### config.mk
export PLATFORM = sky130hd
export DESIGN_NAME = uart_mmio_responder
export DESIGN_NICKNAME = d
export VERILOG_FILES = /design/src/rtl/uart_mmio_pkg.sv /design/src/rtl/uart_mmio_fifo.sv /design/src/rtl/uart_mmio_responder.sv
export SDC_FILE = /design/constraint.sdc
export NUM_CORES = 1
export LEC_CHECK = 0
export ABC_AREA = 1
export CORE_MARGIN = 2
export CORE_UTILIZATION = 52
export CTS_CLUSTER_DIAMETER = 80
export CTS_CLUSTER_SIZE = 28
export DETAILED_ROUTE_END_ITERATION = 16
export HOLD_SLACK_MARGIN = 0.05
export PLACE_DENSITY = 0.91
export SYNTH_ARGS = -nofsm -noshare
export SYNTH_HDL_FRONTEND = slang
export SYNTH_SLANG_ARGS = --single-unit
### constraint.sdc
create_clock -name clk -period 3.35 [get_ports clk]
set_clock_uncertainty 0.1 [all_clocks]
set_input_delay 0.5025 -clock clk [delete_from_list [all_inputs] [get_ports clk]]
set_output_delay 0.5025 -clock clk [all_outputs]
set_load 0.05 [all_outputs]
### src/rtl/uart_mmio_pkg.sv
// Shared register map, status bit positions and address decode for the
// UART MMIO responder.
package uart_mmio_pkg;

   localparam logic [31:0] ADDR_TX_STAT = 32'h8000_0000;
   localparam logic [31:0] ADDR_RX_STAT = 32'h8000_0004;
   localparam logic [31:0] ADDR_TX_DATA = 32'h8000_0008;
   localparam logic [31:0] ADDR_RX_DATA = 32'h8000_000C;

   localparam int unsigned TX_NF_BIT  = 0;
   localparam int unsigned TX_OVF_BIT = 1;

   typedef enum logic [2:0] {
      SEL_NONE,
      SEL_TX_STAT,
      SEL_RX_STAT,
      SEL_TX_DATA,
      SEL_RX_DATA
   } reg_sel_e;

   // Exact 32-bit match; anything else selects nothing.
   function automatic reg_sel_e decode_addr(input logic [31:0] a);
      reg_sel_e sel;
      case (a)
         ADDR_TX_STAT: sel = SEL_TX_STAT;
         ADDR_RX_STAT: sel = SEL_RX_STAT;
         ADDR_TX_DATA: sel = SEL_TX_DATA;
         ADDR_RX_DATA: sel = SEL_RX_DATA;
         default:      sel = SEL_NONE;
      endcase
      return sel;
   endfunction

endpackage

### src/rtl/uart_mmio_fifo.sv
// Byte FIFO with registered head; a push into a full FIFO is accepted only
// when a pop happens in the same cycle.
module uart_mmio_fifo #(
   parameter int unsigned DEPTH = 4,
   parameter int unsigned WIDTH = 8
) (
   input  logic             clk,
   input  logic             rst_n,
   input  logic             push_i,
   input  logic             pop_i,
   input  logic [WIDTH-1:0] wdata_i,
   output logic             full_o,
   output logic             empty_o,
   output logic [WIDTH-1:0] head_o
);

   localparam int unsigned PW = $clog2(DEPTH);
   localparam int unsigned CW = PW + 1;
   localparam logic [CW-1:0] FULL_CNT = CW'(DEPTH);

   logic [WIDTH-1:0] mem_q [DEPTH];
   logic [PW-1:0]    wr_ptr_q, wr_ptr_d;
   logic [PW-1:0]    rd_ptr_q, rd_ptr_d;
   logic [CW-1:0]    count_q, count_d;
   logic             do_push, do_pop;

   assign full_o  = (count_q == FULL_CNT);
   assign empty_o = (count_q == '0);
   assign head_o  = mem_q[rd_ptr_q];

   always_comb begin
      do_pop   = pop_i && !empty_o;
      do_push  = push_i && (!full_o || do_pop);
      wr_ptr_d = do_push ? wr_ptr_q + PW'(1) : wr_ptr_q;
      rd_ptr_d = do_pop  ? rd_ptr_q + PW'(1) : rd_ptr_q;
      count_d  = count_q;
      if (do_push && !do_pop) begin
         count_d = count_q + CW'(1);
      end else if (!do_push && do_pop) begin
         count_d = count_q - CW'(1);
      end
   end

   always_ff @(posedge clk or negedge rst_n) begin
      if (!rst_n) begin
         wr_ptr_q <= '0;
         rd_ptr_q <= '0;
         count_q  <= '0;
      end else begin
         wr_ptr_q <= wr_ptr_d;
         rd_ptr_q <= rd_ptr_d;
         count_q  <= count_d;
      end
   end

   // Storage carries no reset; validity is tracked by count_q alone.
   always_ff @(posedge clk) begin
      if (do_push) begin
         mem_q[wr_ptr_q] <= wdata_i;
      end
   end

endmodule

### src/rtl/uart_mmio_responder.sv
// Memory-mapped UART front end: CPU loads/stores to four registers, with TX
// and RX byte FIFOs between the CPU and the UART transmitter/receiver.
module uart_mmio_responder
   import uart_mmio_pkg::*;
#(
   parameter int unsigned TX_DEPTH = 4,
   parameter int unsigned RX_DEPTH = 4
) (
   input  logic        clk,
   input  logic        rst_n,
   input  logic [31:0] addr,
   input  logic [31:0] wdata,
   input  logic        we,
   input  logic        re,
   output logic [31:0] rdata,
   output logic [7:0]  tx_data,
   output logic        tx_valid,
   input  logic        tx_ready,
   input  logic [7:0]  rx_data,
   input  logic        rx_valid,
   output logic        rx_ready
);

   reg_sel_e    sel;
   logic        load;
   logic        tx_push, tx_pop, tx_full, tx_empty;
   logic        rx_push, rx_pop, rx_full, rx_empty;
   logic [7:0]  tx_head, rx_head;
   logic        tx_ovf_q, tx_ovf_d;
   logic [31:0] rdata_q, rdata_d;
   logic        unused_wdata;

   assign unused_wdata = ^wdata[31:8];

   // Handshake outputs depend only on FIFO state, never on the CPU strobes.
   assign tx_valid = !tx_empty;
   assign tx_data  = tx_head;
   assign rx_ready = !rx_full;
   assign rdata    = rdata_q;

   always_comb begin
      sel     = decode_addr(addr);
      load    = re && !we;
      tx_push = we && (sel == SEL_TX_DATA);
      tx_pop  = !tx_empty && tx_ready;
      rx_push = rx_valid && !rx_full;
      rx_pop  = load && (sel == SEL_RX_DATA) && !rx_empty;

      tx_ovf_d = tx_ovf_q;
      if (load && (sel == SEL_TX_STAT)) begin
         tx_ovf_d = 1'b0;
      end
      if (tx_push && tx_full && !tx_pop) begin
         tx_ovf_d = 1'b1;
      end

      rdata_d = rdata_q;
      if (load) begin
         rdata_d = '0;
         case (sel)
            SEL_TX_STAT: begin
               rdata_d[TX_OVF_BIT] = tx_ovf_q;
               rdata_d[TX_NF_BIT]  = !tx_full;
            end
            SEL_RX_STAT: rdata_d[0]   = !rx_empty;
            SEL_RX_DATA: rdata_d[7:0] = rx_empty ? 8'h00 : rx_head;
            default: ;
         endcase
      end
   end

   always_ff @(posedge clk or negedge rst_n) begin
      if (!rst_n) begin
         tx_ovf_q <= 1'b0;
         rdata_q  <= '0;
      end else begin
         tx_ovf_q <= tx_ovf_d;
         rdata_q  <= rdata_d;
      end
   end

   uart_mmio_fifo #(
      .DEPTH (TX_DEPTH),
      .WIDTH (8)
   ) u_tx_fifo (
      .clk     (clk),
      .rst_n   (rst_n),
      .push_i  (tx_push),
      .pop_i   (tx_pop),
      .wdata_i (wdata[7:0]),
      .full_o  (tx_full),
      .empty_o (tx_empty),
      .head_o  (tx_head)
   );

   uart_mmio_fifo #(
      .DEPTH (RX_DEPTH),
      .WIDTH (8)
   ) u_rx_fifo (
      .clk     (clk),
      .rst_n   (rst_n),
      .push_i  (rx_push),
      .pop_i   (rx_pop),
      .wdata_i (rx_data),
      .full_o  (rx_full),
      .empty_o (rx_empty),
      .head_o  (rx_head)
   );

endmodule

==> impl_metrics.py <==
metrics = {
    "cts": {
        "cts-resized-gates": 0,
        "clk_latency_ps": 360,
        "cts_hold_buf": 0,
        "clk_pin_slew_ps": 70,
        "cts_made_buffers": 9,
        "post-cts-setup-buffers": 0,
        "h-tree-depth": 3,
        "cts.sinks": 87,
        "clk_path_buf_depth": 2,
        "cts_root_buf": "clkbuf_8",
        "cts_tree": "done",
    },
    "drt": {
        "vias": 3023,
        "drc": 0,
        "wl_um": 8310,
        "detail-route-antenna-nets": 0,
        "first_iter_violations": 134,
        "vias_per_cell": 5.12,
        "wl_per_cell_um": 14.1,
        "firstDrtPassIters": 4,
    },
    "outcome": {
        "status": "finished clean",
    },
    "final_layout": {
        "fillCellCount": 553,
        "drive_gt1_share_pct": 10.2,
        "antenna_cells": 0,
        "seqCellArea_um2": 2500,
        "area_growth_pct": 23.4,
        "multi_input_area_um2": 1460,
        "fin_area_um2": 5240,
        "nNetsFinal": 573,
    },
    "sta": {
        "slew_headroom_pct": 48.0,
        "tns_ps": 0,
        "period_share_pct": 85.3,
        "hold_viol": 0,
        "setup_viol_count_final": 0,
        "fmax_mhz": 350,
        "rsz0062_at_grt": "false",
        "slew_violations": 0,
        "fin_crit_ps": 2860,
        "tightest_slew_ps": 777,
    },
    "place": {
        "port-buffer-count": 71,
        "dpl.hpwl_um": 5870,
        "placed_cell_area_um2": 4980,
        "gp_congestion": 0.781,
    },
    "setup_path": {
        "cp_max_fo": 10,
        "worstSetupPathType": "reg -> out",
        "crit_arrival_ps": 2260,
        "r2r_slack_ps": 930,
        "critPathCaptureType": "output port",
        "worstReg2RegStart": "u_rx_fifo.count_q[0]$_DFFE_PN0P_",
        "timing.rr.end": "u_rx_fifo.count_q[2]$_DFFE_PN0P_",
        "cpMaxStageDelayCell": "clkdlybuf4s50_1",
        "path_cells": "inv_1, o21ai_0, o22ai_1, clkdlybuf4s50_1",
        "critPathMaxStageDelay_ps": 830,
        "crit_family": "buffers and inverters",
        "ff2ff_path_depth": 9,
        "critPathRequiredTime_ps": 2750,
        "cp_num_buf_inv": 2,
        "cp-start-kind": "flop",
    },
    "global_route": {
        "grt_pass1_vias": 3130,
        "grt_overflow": 0,
        "grt_max_degree": 24,
        "antenna_found_initial": 0,
        "track_usage_pct": 20.8,
        "grt_pass1_wl_um": 14000,
    },
    "die": {
        "die_h_um": 94.4,
        "fp.dieW_um": 94.4,
        "rows": 32,
        "io_pins": 120,
        "start_util_pct": 54.4,
        "die_area_um2": 8910,
        "coreArea_um2": 7810,
    },
    "synthesis": {
        "netlist_area_um2": 4250,
        "syn_avg_cell_area_um2": 10.5,
        "ys_ff_latch": 87,
        "synth_cell_types": 33,
        "syn_inst": 406,
        "yosysSeqAreaShare_pct": 58.8,
        "yosysWarnings": 0,
    },
    "power_and_ir_drop": {
        "p_int_mw": 2.26,
        "clkPwrFrac_pct": 26.9,
        "ir_worst_vdd_mv": 0.434,
        "power_frac_seq_pct": 40.9,
        "p_per_area_nw_per_um2": 655,
        "power_switching_mw": 1.18,
        "power_leakage_nw": 2.09,
        "swShare_pct": 34.3,
        "comb_power_share_pct": 32.2,
    },
    "worst_hold_path": {
        "hold_depth": 2,
        "hp-start": "rdata[5]$_DFFE_PN0P_",
        "min_path_type": "reg -> reg",
        "holdPathEnd": "rdata[5]$_DFFE_PN0P_",
    },
    "flow_run": {
        "maxCapViolations": 0,
    },
}
-- tightest hold or removal path, delay by kind of cell (launching register included) --
kind,cells,cell delay (ps)
AND/OR/NAND/NOR,1,70
flip-flops,1,340
AO/OA/AOI/OAI,1,50
-- Yosys cell counts --
master / count / area (um2)
a21oi_1: 11 / 55.1
nand3_2: 2 / 20.0
a32o_1: 6 / 60.1
nor4_2: 1 / 12.5
nand2_2: 3 / 18.8
nand2_1: 69 / 259
dfrtp_1: 23 / 576
nand3_1: 11 / 55.1
nor3_4: 1 / 16.3
clkinv_1: 1 / 3.75
nor3_1: 2 / 10.0
nor2_8: 1 / 20.0
inv_1: 36 / 135
nor2_4: 1 / 11.3
buf_4: 25 / 188
o22ai_1: 8 / 50.1
clkbuf_1: 2 / 7.51
o21ai_1: 5 / 25.0
nand4_1: 2 / 12.5
xnor2_1: 4 / 35.0
nand4_4: 2 / 42.5
nor2_2: 8 / 50.1
buf_2: 5 / 25.0
nor2_1: 63 / 236
o21ai_2: 6 / 52.6
conb_1: 1 / 3.75
fa_1: 2 / 40.0
mux2_2: 2 / 22.5
xor2_1: 5 / 43.8
ha_1: 10 / 125
inv_2: 5 / 18.8
o21ai_0: 19 / 95.1
edfxtp_1: 64 / 1920
-- kinds of logic (layout without fill, tap and decap cells) --
logic type	after synthesis	in the layout	share of synthesized area, %
simple gates	166	166	18.0
flops	87	87	58.8
buf+inv	74	133	8.90
compound gates	55	55	7.95
fa+ha+maj	12	12	3.89
xor+xnor	9	9	1.86
mux	2	2	0.530
other cells	1	24	0.0883
-- state kept, by name, indices dropped and copies added, names as in the netlist --
signal	count
u_tx_fifo.count_q	3
u_tx_fifo.rd_ptr_q	2
rdata	8
u_rx_fifo.count_q	3
u_rx_fifo.wr_ptr_q	2
u_rx_fifo.rd_ptr_q	2
u_tx_fifo.mem_q	32
tx_ovf_q	1
u_tx_fifo.wr_ptr_q	2
u_rx_fifo.mem_q	32
-- through the flow --
stage / hold WS (ps) / util, % / cells / power, mW / worst slack [ps]
final: 388 / 67.1 / 590 / 3.43 / 491
after floorplan: 107 / - / 429 / 2.18 / 841
after global placement: 368 / 63.8 / 574 / 2.47 / 383
after CTS: 395 / 67.1 / 590 / 3.45 / 492
after global routing: 417 / 67.1 / 590 / 3.61 / 319
after detailed placement: 376 / 63.8 / 574 / 2.52 / 269
-- area by class of cell --
cell class	count	share of cell area, %
clock inverter	6	2.53
multi-input combinational	268	27.8
sequential	87	47.6
timing repair buffer	75	14.1
tap	102	2.43
inverter	42	3.01
clock buffer	10	2.43
-- how the worst max path moves through the flow --
stage	startpoint	end	slack [ps]	depth (start not counted)
after floorplan	u_tx_fifo.count_q[0]$_DFFE_PN0P_	u_tx_fifo.count_q[2]$_DFFE_PN0P_	840	12
after global placement	addr[15]	u_tx_fifo.count_q[2]$_DFFE_PN0P_	380	14
after detailed placement	addr[7]	u_tx_fifo.count_q[2]$_DFFE_PN0P_	270	12
after CTS	u_tx_fifo.rd_ptr_q[0]$_DFFE_PN0P_	tx_data[2]	490	4
after global routing	u_tx_fifo.rd_ptr_q[0]$_DFFE_PN0P_	tx_data[3]	320	4
final	u_tx_fifo.rd_ptr_q[1]$_DFFE_PN0P_	tx_data[2]	490	4
-- cell usage in the layout, fill, tap and decap left out, types with 5 or more instances in the layout --
cell	n
a32o_1	6
o21ai_1	5
dfrtp_1	23
xor2_1	5
clkdlybuf4s50_1	71
o21ai_2	6
nand2_1	69
conb_1	24
inv_1	36
nor2_2	8
nand3_1	11
a21oi_1	11
edfxtp_1	64
nor2_1	63
clkbuf_8	9
inv_2	5
o21ai_0	19
ha_1	10
o22ai_1	8
-- power by group through the flow --
stage	registers [mW]	clock network, mW	logic [mW]
2_1_floorplan	1.39	0	0.796
3_3_place_gp	1.41	0	1.06
3_5_place_dp	1.43	0	1.10
4_1_cts	1.40	0.936	1.11
5_1_grt	1.42	0.981	1.20
6_report	1.40	0.922	1.11
-- routing by layer --
metal | track usage [%] | share of wire, %
met1 | 22.8 | 39
met2 | 38.3 | 55
met3 | 6.30 | 5.0
met4 | 6.88 | 1.0
met5 | 0 | 0
(Power assumes the default switching activity.)
